`src/rtl/grid_mover.sv`:
```
// grid_mover: keycode-driven tile-grid actor with a one-cycle map lookup, sliding motion and a post-move cooldown.
// Define GRID_MOVER_WRAP_EN to wrap toroidally at the map edges instead of blocking there.
module grid_mover #(
   parameter int unsigned TILE_LOG2 = 5,
   parameter int unsigned MAP_W     = 20,
   parameter int unsigned MAP_H     = 15,
   parameter int unsigned STEP      = 2,
   parameter int unsigned START_TX  = 1,
   parameter int unsigned START_TY  = 13,
   parameter int unsigned COOLDOWN  = 4,
   parameter logic [7:0]  KEY_UP    = 8'h1A,
   parameter logic [7:0]  KEY_DOWN  = 8'h16,
   parameter logic [7:0]  KEY_LEFT  = 8'h04,
   parameter logic [7:0]  KEY_RIGHT = 8'h07
) (
   input  logic                            frame_clk,
   input  logic                            Reset,
   input  logic [7:0]                      keycode,
   output logic                            map_rd,
   output logic [$clog2(MAP_W*MAP_H)-1:0]  map_addr,
   input  logic                            map_wall,
   output logic [9:0]                      TankX,
   output logic [9:0]                      TankY,
   output logic [1:0]                      dir,
   output logic                            moving,
   output logic                            blocked
);

   localparam int unsigned AW  = $clog2(MAP_W * MAP_H);
   localparam int unsigned TXW = (MAP_W > 1) ? $clog2(MAP_W) : 1;
   localparam int unsigned TYW = (MAP_H > 1) ? $clog2(MAP_H) : 1;
   localparam int unsigned CW  = (COOLDOWN > 1) ? $clog2(COOLDOWN + 1) : 1;

   localparam logic [9:0]    STEP_PX  = 10'(STEP);
   localparam logic [9:0]    X_RST    = 10'(START_TX << TILE_LOG2);
   localparam logic [9:0]    Y_RST    = 10'(START_TY << TILE_LOG2);
   localparam logic [CW-1:0] CNT_LOAD = CW'(COOLDOWN);

`ifdef GRID_MOVER_WRAP_EN
   localparam bit WRAP_EN = 1'b1;
`else
   localparam bit WRAP_EN = 1'b0;
`endif

   typedef enum logic [2:0] {IDLE, LOOKUP, WAIT, SLIDE, COOL} state_t;

   state_t         state_q;
   logic [TXW-1:0] tx_q, tgt_tx_q, tgt_tx_d;
   logic [TYW-1:0] ty_q, tgt_ty_q, tgt_ty_d;
   logic           jump_q;
   logic [9:0]     x_q, y_q, x_d, y_d;
   logic [9:0]     tile_px, tile_py, tgt_px, tgt_py;
   logic [1:0]     dir_q, key_dir;
   logic           key_ok, edge_hit;
   logic           moving_q, blocked_q, rd_q;
   logic [AW-1:0]  addr_q, addr_d;
   logic [CW-1:0]  cnt_q;

   assign map_rd   = rd_q;
   assign map_addr = addr_q;
   assign TankX    = x_q;
   assign TankY    = y_q;
   assign dir      = dir_q;
   assign moving   = moving_q;
   assign blocked  = blocked_q;

   always_comb begin
      key_ok  = 1'b1;
      key_dir = 2'd0;
      if (keycode == KEY_UP)         key_dir = 2'd0;
      else if (keycode == KEY_RIGHT) key_dir = 2'd1;
      else if (keycode == KEY_DOWN)  key_dir = 2'd2;
      else if (keycode == KEY_LEFT)  key_dir = 2'd3;
      else                           key_ok  = 1'b0;
   end

   // Edge test is done on the current tile before stepping, so the neighbour never wraps by accident.
   always_comb begin
      tgt_tx_d = tx_q;
      tgt_ty_d = ty_q;
      edge_hit = 1'b0;
      case (key_dir)
         2'd0: if (ty_q == '0) begin
                  edge_hit = 1'b1;
                  tgt_ty_d = TYW'(MAP_H - 1);
               end else begin
                  tgt_ty_d = ty_q - TYW'(1);
               end
         2'd1: if (tx_q == TXW'(MAP_W - 1)) begin
                  edge_hit = 1'b1;
                  tgt_tx_d = '0;
               end else begin
                  tgt_tx_d = tx_q + TXW'(1);
               end
         2'd2: if (ty_q == TYW'(MAP_H - 1)) begin
                  edge_hit = 1'b1;
                  tgt_ty_d = '0;
               end else begin
                  tgt_ty_d = ty_q + TYW'(1);
               end
         default: if (tx_q == '0) begin
                  edge_hit = 1'b1;
                  tgt_tx_d = TXW'(MAP_W - 1);
               end else begin
                  tgt_tx_d = tx_q - TXW'(1);
               end
      endcase
      addr_d = AW'(32'(tgt_ty_d) * MAP_W + 32'(tgt_tx_d));
   end

   always_comb begin
      tile_px = 10'(32'(tx_q) << TILE_LOG2);
      tile_py = 10'(32'(ty_q) << TILE_LOG2);
      tgt_px  = 10'(32'(tgt_tx_q) << TILE_LOG2);
      tgt_py  = 10'(32'(tgt_ty_q) << TILE_LOG2);
      x_d = x_q;
      y_d = y_q;
      if (x_q < tile_px)      x_d = x_q + STEP_PX;
      else if (x_q > tile_px) x_d = x_q - STEP_PX;
      if (y_q < tile_py)      y_d = y_q + STEP_PX;
      else if (y_q > tile_py) y_d = y_q - STEP_PX;
   end

   always_ff @(posedge frame_clk or posedge Reset) begin
      if (Reset) begin
         state_q   <= IDLE;
         tx_q      <= TXW'(START_TX);
         ty_q      <= TYW'(START_TY);
         tgt_tx_q  <= TXW'(START_TX);
         tgt_ty_q  <= TYW'(START_TY);
         jump_q    <= 1'b0;
         x_q       <= X_RST;
         y_q       <= Y_RST;
         dir_q     <= 2'd0;
         moving_q  <= 1'b0;
         blocked_q <= 1'b0;
         rd_q      <= 1'b0;
         addr_q    <= '0;
         cnt_q     <= '0;
      end else begin
         blocked_q <= 1'b0;
         case (state_q)
            IDLE: if (key_ok) begin
               dir_q <= key_dir;
               if (edge_hit && !WRAP_EN) begin
                  blocked_q <= 1'b1;
                  cnt_q     <= CNT_LOAD;
                  state_q   <= COOL;
               end else begin
                  tgt_tx_q <= tgt_tx_d;
                  tgt_ty_q <= tgt_ty_d;
                  jump_q   <= edge_hit;
                  rd_q     <= 1'b1;
                  addr_q   <= addr_d;
                  state_q  <= LOOKUP;
               end
            end
            LOOKUP: begin
               rd_q    <= 1'b0;
               state_q <= WAIT;
            end
            WAIT: if (map_wall) begin
               blocked_q <= 1'b1;
               cnt_q     <= CNT_LOAD;
               state_q   <= COOL;
            end else begin
               tx_q <= tgt_tx_q;
               ty_q <= tgt_ty_q;
               if (jump_q) begin
                  // Wrapped moves teleport rather than slide across the whole map.
                  x_q     <= tgt_px;
                  y_q     <= tgt_py;
                  cnt_q   <= CNT_LOAD;
                  state_q <= COOL;
               end else begin
                  moving_q <= 1'b1;
                  state_q  <= SLIDE;
               end
            end
            SLIDE: begin
               x_q <= x_d;
               y_q <= y_d;
               if (x_d == tile_px && y_d == tile_py) begin
                  moving_q <= 1'b0;
                  cnt_q    <= CNT_LOAD;
                  state_q  <= COOL;
               end
            end
            COOL: if (cnt_q <= CW'(1)) begin
               cnt_q   <= '0;
               state_q <= IDLE;
            end else begin
               cnt_q <= cnt_q - CW'(1);
            end
            default: state_q <= IDLE;
         endcase
      end
   end

endmodule

```
`config.mk`:
```
export PLATFORM = sky130hd
export DESIGN_NAME = grid_mover
export DESIGN_NICKNAME = d
export VERILOG_FILES = /design/src/rtl/grid_mover.sv
export SDC_FILE = /design/constraint.sdc
export NUM_CORES = 1
export LEC_CHECK = 0
export BUFFER_PORTS_ARGS = -buffer_cell sky130_fd_sc_hd__buf_2
export CORE_ASPECT_RATIO = 0.6
export CORE_MARGIN = 8
export CORE_UTILIZATION = 55
export DETAILED_ROUTE_END_ITERATION = 12
export GPL_TIMING_DRIVEN = 0
export PLACE_DENSITY = 0.81
export SLEW_MARGIN = 40
export SYNTH_ARGS = -nofsm -noshare
export SYNTH_HDL_FRONTEND = slang
export SYNTH_SLANG_ARGS = --single-unit
export TNS_END_PERCENT = 100
```
`constraint.sdc`:
```
create_clock -name frame_clk -period 4.3 [get_ports frame_clk]
set_input_delay 0 -clock frame_clk [delete_from_list [all_inputs] [get_ports frame_clk]]
set_output_delay 0 -clock frame_clk [all_outputs]
set_load 0.01 [all_outputs]
```
==> results of run 1 <==
## power breakdown
group	internal [mW]	leakage, nW	total [mW]	switching, mW
Sequential	0.725	0.694	0.930	0.205
Combinational	1.30	1.40	3.27	1.97
Clock	0.217	0.0641	0.413	0.195
## cells by family (layout without fill, tap and decap cells)
logic type | Yosys count | after routing | synth area share, %
other cells | 1 | 2 | 0.0865
xor+xnor | 39 | 39 | 7.88
mux | 12 | 12 | 3.00
simple gates | 180 | 180 | 21.3
buf+inv | 61 | 112 | 5.57
compound gates | 142 | 142 | 21.4
flops | 55 | 55 | 32.1
fa+ha+maj | 29 | 29 | 8.71
## final timing paths
path	from	end	cells past startpoint
min reg2reg	dir[1]$_DFFE_PP0P_	dir[1]$_DFFE_PP0P_	1
max in group asynchronous	Reset	tgt_ty_q[3]$_DFFE_PP1P_	4
min	map_wall	state_q[1]$_DFFE_PP0P_	3
max reg2reg	ty_q[0]$_DFFE_PP1P_	map_addr[7]$_DFFE_PP0P_	14
min in group asynchronous	Reset	TankY[4]$_DFFE_PP0P_	3
max	ty_q[0]$_DFFE_PP1P_	map_addr[7]$_DFFE_PP0P_	14
## registers in the layout, summed over array words and instances, names as in the netlist, 2 cells and up
signal / count
TankX: 9
TankY: 9
cnt_q: 3
dir: 2
map_addr: 8
state_q: 3
tgt_tx_q: 5
tgt_ty_q: 4
tx_q: 5
ty_q: 4
## through the flow
stage,setup WS [ns],total power [mW],area [sq um],hold slack [ns]
CTS,0.252,4.54,4850,0.0159
detailed placement,0.269,4.11,4700,-0.00134
global route,0.161,5.01,4860,0.0303
finish,0.451,4.61,4860,0.0257
floorplan,0.742,3.31,4340,0.168
global placement,0.325,4.00,4680,0.319
## repair_timing
action                                 CTS  global route
hold buffers                             1             0
setup endpoints to repair                0             1
gates resized for setup                  0             1
endpoints found under the hold margin   24             0
## synth_stat cells (4+ instances only)
| library cell | count |
|---|---|
| sky130_fd_sc_hd__xor2_1 | 16 |
| sky130_fd_sc_hd__mux2i_1 | 4 |
| sky130_fd_sc_hd__nand4_1 | 6 |
| sky130_fd_sc_hd__nor3b_1 | 5 |
| sky130_fd_sc_hd__nand3_1 | 20 |
| sky130_fd_sc_hd__clkbuf_1 | 23 |
| sky130_fd_sc_hd__xnor2_1 | 23 |
| sky130_fd_sc_hd__mux2_2 | 8 |
| sky130_fd_sc_hd__nor2b_1 | 4 |
| sky130_fd_sc_hd__dfstp_2 | 12 |
| sky130_fd_sc_hd__ha_1 | 27 |
| sky130_fd_sc_hd__a31oi_1 | 5 |
| sky130_fd_sc_hd__a21o_1 | 5 |
| sky130_fd_sc_hd__dfrtp_1 | 43 |
| sky130_fd_sc_hd__o211ai_1 | 4 |
| sky130_fd_sc_hd__or2_2 | 4 |
| sky130_fd_sc_hd__inv_1 | 34 |
| sky130_fd_sc_hd__o21ai_0 | 43 |
| sky130_fd_sc_hd__a21oi_1 | 38 |
| sky130_fd_sc_hd__nor2_1 | 34 |
| sky130_fd_sc_hd__nor3_1 | 14 |
| sky130_fd_sc_hd__nor4_1 | 7 |
| sky130_fd_sc_hd__o22ai_1 | 5 |
| sky130_fd_sc_hd__nand2_1 | 57 |
| sky130_fd_sc_hd__or3_1 | 4 |
## cell type report
cell class / instances / share of cell area, %
Buffer: 27 / 2.34
Tap cell: 108 / 2.78
Timing Repair Buffer: 43 / 4.84
Clock inverter: 1 / 0.154
Multi-Input combinational cell: 404 / 55.8
Clock buffer: 7 / 2.73
Inverter: 34 / 2.68
Sequential cell: 55 / 28.6
## routing by layer
metal  global-route usage [%]  part of all wire (%)
met4                     4.97                  0.53
met5                        0                     0
met3                     4.93                   8.9
met2                     31.4                    43
met1                     31.8                    47
## layout by cell type, fill, tap and decap left out, types with 4 or more instances in the layout
master,instances
sky130_fd_sc_hd__nand2_1,57
sky130_fd_sc_hd__xnor2_1,23
sky130_fd_sc_hd__dfrtp_1,43
sky130_fd_sc_hd__clkbuf_1,25
sky130_fd_sc_hd__a31oi_1,5
sky130_fd_sc_hd__mux2_2,8
sky130_fd_sc_hd__mux2i_1,4
sky130_fd_sc_hd__nand4_1,6
sky130_fd_sc_hd__xor2_1,16
sky130_fd_sc_hd__nor4_1,7
sky130_fd_sc_hd__a21oi_1,38
sky130_fd_sc_hd__ha_1,27
sky130_fd_sc_hd__or2_2,4
sky130_fd_sc_hd__inv_1,33
sky130_fd_sc_hd__nand3_1,20
sky130_fd_sc_hd__nor3_1,14
sky130_fd_sc_hd__o21ai_0,43
sky130_fd_sc_hd__a21o_1,5
sky130_fd_sc_hd__nor2b_1,4
sky130_fd_sc_hd__or3_1,4
sky130_fd_sc_hd__nor3b_1,5
sky130_fd_sc_hd__nor2_1,34
sky130_fd_sc_hd__buf_2,42
sky130_fd_sc_hd__o22ai_1,5
sky130_fd_sc_hd__clkbuf_16,5
sky130_fd_sc_hd__dfstp_2,12
sky130_fd_sc_hd__o211ai_1,4
## worst min-delay path: stages
cell                      delay (ns)
sky130_fd_sc_hd__buf_2          0.12
sky130_fd_sc_hd__or3_1          0.11
sky130_fd_sc_hd__a21oi_1        0.05
==> results.cfg, run 1 <==
[logic_synthesis]
syn_area_sq_um = 4340
post_synth_inst_count = 519
yosysWarningCount = 0
synth-seq-cells = 55
synth_top_area_share_pct = 24.8
synth_cell_types = 71
async_flop_share_pct = 100
synth.area.top_cells = sky130_fd_sc_hd__dfrtp_1, sky130_fd_sc_hd__ha_1, sky130_fd_sc_hd__dfstp_2, sky130_fd_sc_hd__o21ai_0, sky130_fd_sc_hd__nand2_1
mean_cell_area_of_the_mapped_netlist_sq_um = 8.36
ys_seq_area_share_pct = 32.1
synth-edff-count = 0
yosys.area.top_type = sky130_fd_sc_hd__dfrtp_1
dominantRegCellSynth = sky130_fd_sc_hd__dfrtp_1

[global_routing]
grt_antenna_before_repair = 0
grt_max_degree = 32
first_pass_grt_wire_length_um = 19400
grt_use_total_pct = 21.8
grt-ovfl-total = 0
vias_in_the_first_global_route = 3877

[sta]
timing.setup.tns_ns = 0
clock-skew-final_ns = 0.00631
period_utilization_post_route_pct = 89.5
finalCriticalPeriod_ns = 3.85
timing.final.max_slew_violations = 0
report.final.setup_viol = 0
rsz0062_at_grt = false
worstMarginPinSlew_ns = 0.635
number_of_hold_slack_violations_in_the_final_timing_report = 0
fmax_mhz = 260
slew_headroom_pct = 57.6

[floorplanning]
fp.coreArea_sq_um = 7760
die_area_sq_um = 11100
initial_core_utilization_pct = 55.9
die_height_um = 84.8
placement_rows = 25
top_level_ports = 45
floorplan.die.width_um = 131

[hold_path]
hold_class = in -> reg

[cts]
cts_root_buf = sky130_fd_sc_hd__clkbuf_16
cts_buffers = 5
cts-root-to-sink-buffers = 2
buffer_count_from_post_cts_setup_fixing = 0
clk_pin_slew_ns = 0.07
insertion_delay_to_the_later_sink_of_the_worst_skew_pair_ns = 0.30
clock_sink_count = 55
clock_tree.htree_level_count = 2
tritoncts = built

[worst_setup_path]
critical_path_s_top_delay_family = adder cells
crit_path_max_incr_delay_ns = 0.57
arrival_ns = 4.02
worstPathRequired_ns = 4.47
critical_path_peak_fanout = 7
path_buf_inv = 3
worst-setup-path-type = reg -> reg
regToRegSetupSlack_ns = 0.45
cp_slowest_cell = sky130_fd_sc_hd__dfstp_2
critical_path.cell_chain = clkbuf_1, inv_1, ha_1, nand3_1, o21ai_0, a221oi_2, ha_1, ha_1, inv_1, fa_1, nor3b_1, xnor2_1, xnor2_1, o21ai_0
setup.worst_path.start_class = register
critPathMostFrequentCell = sky130_fd_sc_hd__ha_1
crit_path_end_kind = register

[layout]
multi_input_comb_area_sq_um = 2710
fillerInstances = 698
n_antenna_cell = 0
layout.area.seq_sq_um = 1390
design.final.nets = 610
drive_gt1_share_pct = 16.3
areaGrowthSynthToFinish_pct = 12.1
postLayoutCoreUtil_pct = 62.6
final_cells = 679

[drt]
drt_iter0_drc = 378
num_vias = 4154
drtAntennaViolNets = 0
viasPerCell = 6.12
wl_per_cell_um = 17.5
drc = 0
first_pass_iters = 6
routed_wirelength_um = 11900

[place]
placement.io_buffers = 41
gp_routability_congestion = 0.928
placed_cells = 670
dp_hpwl_um = 9120

[run]
max_cap_viol_count = 0

[outcome]
outcome = finished, final reports clean

[power]
pwr_density_cell_nw_per_um2 = 948
power.leakage_nw = 2.16
power.ir.vdd_worst_mv = 0.613
Power figures use the tool's default switching activity.
==> run 2, diff against run 1 <==
--- a/config.mk
+++ b/config.mk
@@ -8,10 +8,10 @@
 export BUFFER_PORTS_ARGS = -buffer_cell sky130_fd_sc_hd__buf_2
 export CORE_ASPECT_RATIO = 0.6
 export CORE_MARGIN = 8
-export CORE_UTILIZATION = 55
+export CORE_UTILIZATION = 40
 export DETAILED_ROUTE_END_ITERATION = 12
 export GPL_TIMING_DRIVEN = 0
-export PLACE_DENSITY = 0.81
+export PLACE_DENSITY = 0.64
 export SLEW_MARGIN = 40
 export SYNTH_ARGS = -nofsm -noshare
 export SYNTH_HDL_FRONTEND = slang
==> results.cfg, run 2 (same netlist as run 1, synthesis figures left out) <==
[worst_setup_path]
path_buf_inv = 3
critical_path_s_top_delay_family = adder cells
critPathMostFrequentCell = sky130_fd_sc_hd__ha_1
worst-setup-path-type = reg -> reg
arrival_ns = 4.13
critical_path.cell_chain = clkbuf_1, inv_1, ha_1, nand3_1, o21ai_0, a221oi_2, ha_1, ha_1, inv_1, fa_1, nor3b_1, xnor2_1, xnor2_1, o21ai_0
crit_path_end_kind = register
worstPathRequired_ns = 4.45
critical_path_peak_fanout = 7
cp_slowest_cell = sky130_fd_sc_hd__dfstp_2
cell_depth_of_the_worst_flop_to_flop_path = 14
setup.worst_path.start_class = register
critical_path_cell_count = 14
crit_path_max_incr_delay_ns = 0.56

[sta]
slew_headroom_pct = 58.4
timing.final.max_slew_violations = 0
finalCriticalPeriod_ns = 3.97
worstMarginPinSlew_ns = 0.624
report.final.setup_viol = 0
final.setup.worst_slack_ns = 0.326
period_utilization_post_route_pct = 92.4
fmax_mhz = 252
clock-skew-final_ns = 0.00539
timing.setup.tns_ns = 0
rsz0062_at_grt = false
number_of_hold_slack_violations_in_the_final_timing_report = 0

[cts]
cts_root_buf = sky130_fd_sc_hd__clkbuf_16
clock_tree.htree_level_count = 2
cts-root-to-sink-buffers = 2
clk_pin_slew_ns = 0.07
insertion_delay_to_the_later_sink_of_the_worst_skew_pair_ns = 0.30
clock_sink_count = 55
tritoncts = built
cts_buffers = 5

[power]
pwr_density_cell_nw_per_um2 = 935
power.leakage_nw = 2.19
post-layout-total-power_mw = 4.61
power.ir.vdd_worst_mv = 0.601

[drt]
num_vias = 4032
drt_iter0_drc = 353
drtAntennaViolNets = 0
routed_wirelength_um = 11800
wl_per_cell_um = 16.6
first_pass_iters = 7
viasPerCell = 5.68
drc = 0

[place]
place_worst_setup_slack_ns = 0.167
gp_routability_congestion = 0.897
placement.io_buffers = 41
dp_hpwl_um = 9090

[layout]
drive_gt1_share_pct = 16.6
n_antenna_cell = 0
layout.cells.most_common_list = sky130_fd_sc_hd__nand2_1, sky130_fd_sc_hd__dfrtp_1, sky130_fd_sc_hd__o21ai_0, sky130_fd_sc_hd__buf_2, sky130_fd_sc_hd__a21oi_1
areaGrowthSynthToFinish_pct = 13.7
fillerInstances = 1035
layout.cells.most_common = sky130_fd_sc_hd__nand2_1
design.final.nets = 610

[global_routing]
grt_max_degree = 39
grt_antenna_before_repair = 0
grt_use_total_pct = 16.5
first_pass_grt_wire_length_um = 19800
vias_in_the_first_global_route = 3801
grt-ovfl-total = 0

[hold_path]
number_of_cells_on_the_worst_hold_path = 3
hold_class = in -> reg

[floorplanning]
top_level_ports = 45
die_height_um = 96.7
floorplan.die.width_um = 150
initial_core_utilization_pct = 41.1
die_area_sq_um = 14500
fp.coreArea_sq_um = 10600
placement_rows = 29

[outcome]
outcome = finished, final reports clean

[run]
max_cap_viol_count = 0
==> run 2: final timing paths <==
| kind | from | to | slack (ns) |
|---|---|---|---|
| worst max-delay path | ty_q[0]$_DFFE_PP1P_ | map_addr[7]$_DFFE_PP0P_ | 0.33 |
| min in group asynchronous | Reset | TankY[6]$_DFFE_PP0P_ | 0.19 |
| worst min-delay path | map_wall | state_q[1]$_DFFE_PP0P_ | 0.02 |
| worst min register to register | cnt_q[0]$_DFFE_PP0P_ | cnt_q[0]$_DFFE_PP0P_ | 0.48 |
| worst max register to register | ty_q[0]$_DFFE_PP1P_ | map_addr[7]$_DFFE_PP0P_ | 0.33 |
| max in group asynchronous | Reset | ty_q[0]$_DFFE_PP1P_ | 3.56 |
==> run 2: area by class of cell <==
class	count	area, sq um	share of cell area (%)
clock inverters	2	35.0	0.710
inverters	34	130	2.64
plain buffers	27	114	2.31
repair buffers	43	235	4.77
clock buffers	6	139	2.82
flip-flops and latches	55	1390	28.2
well taps	139	174	3.53
multi-input cells	404	2710	55.0
==> run 2: report_power, final <==
part	internal (mW)	switching [mW]	leakage [nW]
combinational	1.29	1.90	1.40
clock	0.290	0.198	0.0868
sequential	0.725	0.202	0.694
==> run 2: layer usage <==
layer  part of all wire, %  track usage, %  wire, um  vias to the layer above
li1                      -               -         -                     1962
met1                    51            25.7      6010                     1921
met2                    41            22.1      4800                      139
met3                   7.4            3.26       877                       10
met4                  0.92            4.28       108                        0
met5                     0               0         0                        -
==> run 2: timing repair <==
action                                 in CTS  in global routing
setup endpoints to repair                   0                  1
endpoints found under the hold margin      46                  0
gates resized for setup                     0                  1
hold buffers                                1                  0
setup buffers                               0                  0
==> run 2: worst min-delay path, delay by kind of cell <==
family / cells / cell delay, ns
simple gates: 1 / 0.11
compound gates: 1 / 0.05
buf+inv: 1 / 0.12
==> run 2: stage by stage <==
stage / instance area, sq um / instances / hold WS (ns) / util [%]
after detailed placement: 4740 / 701 / -0.0366 / 44.9
after floorplan: 4340 / 520 / 0.168 / -
after global routing: 4930 / 710 / 0.0526 / 46.7
after global placement: 4720 / 700 / 0.325 / 44.7
final: 4930 / 710 / 0.0197 / 46.7
after CTS: 4930 / 710 / 0.00950 / 46.7
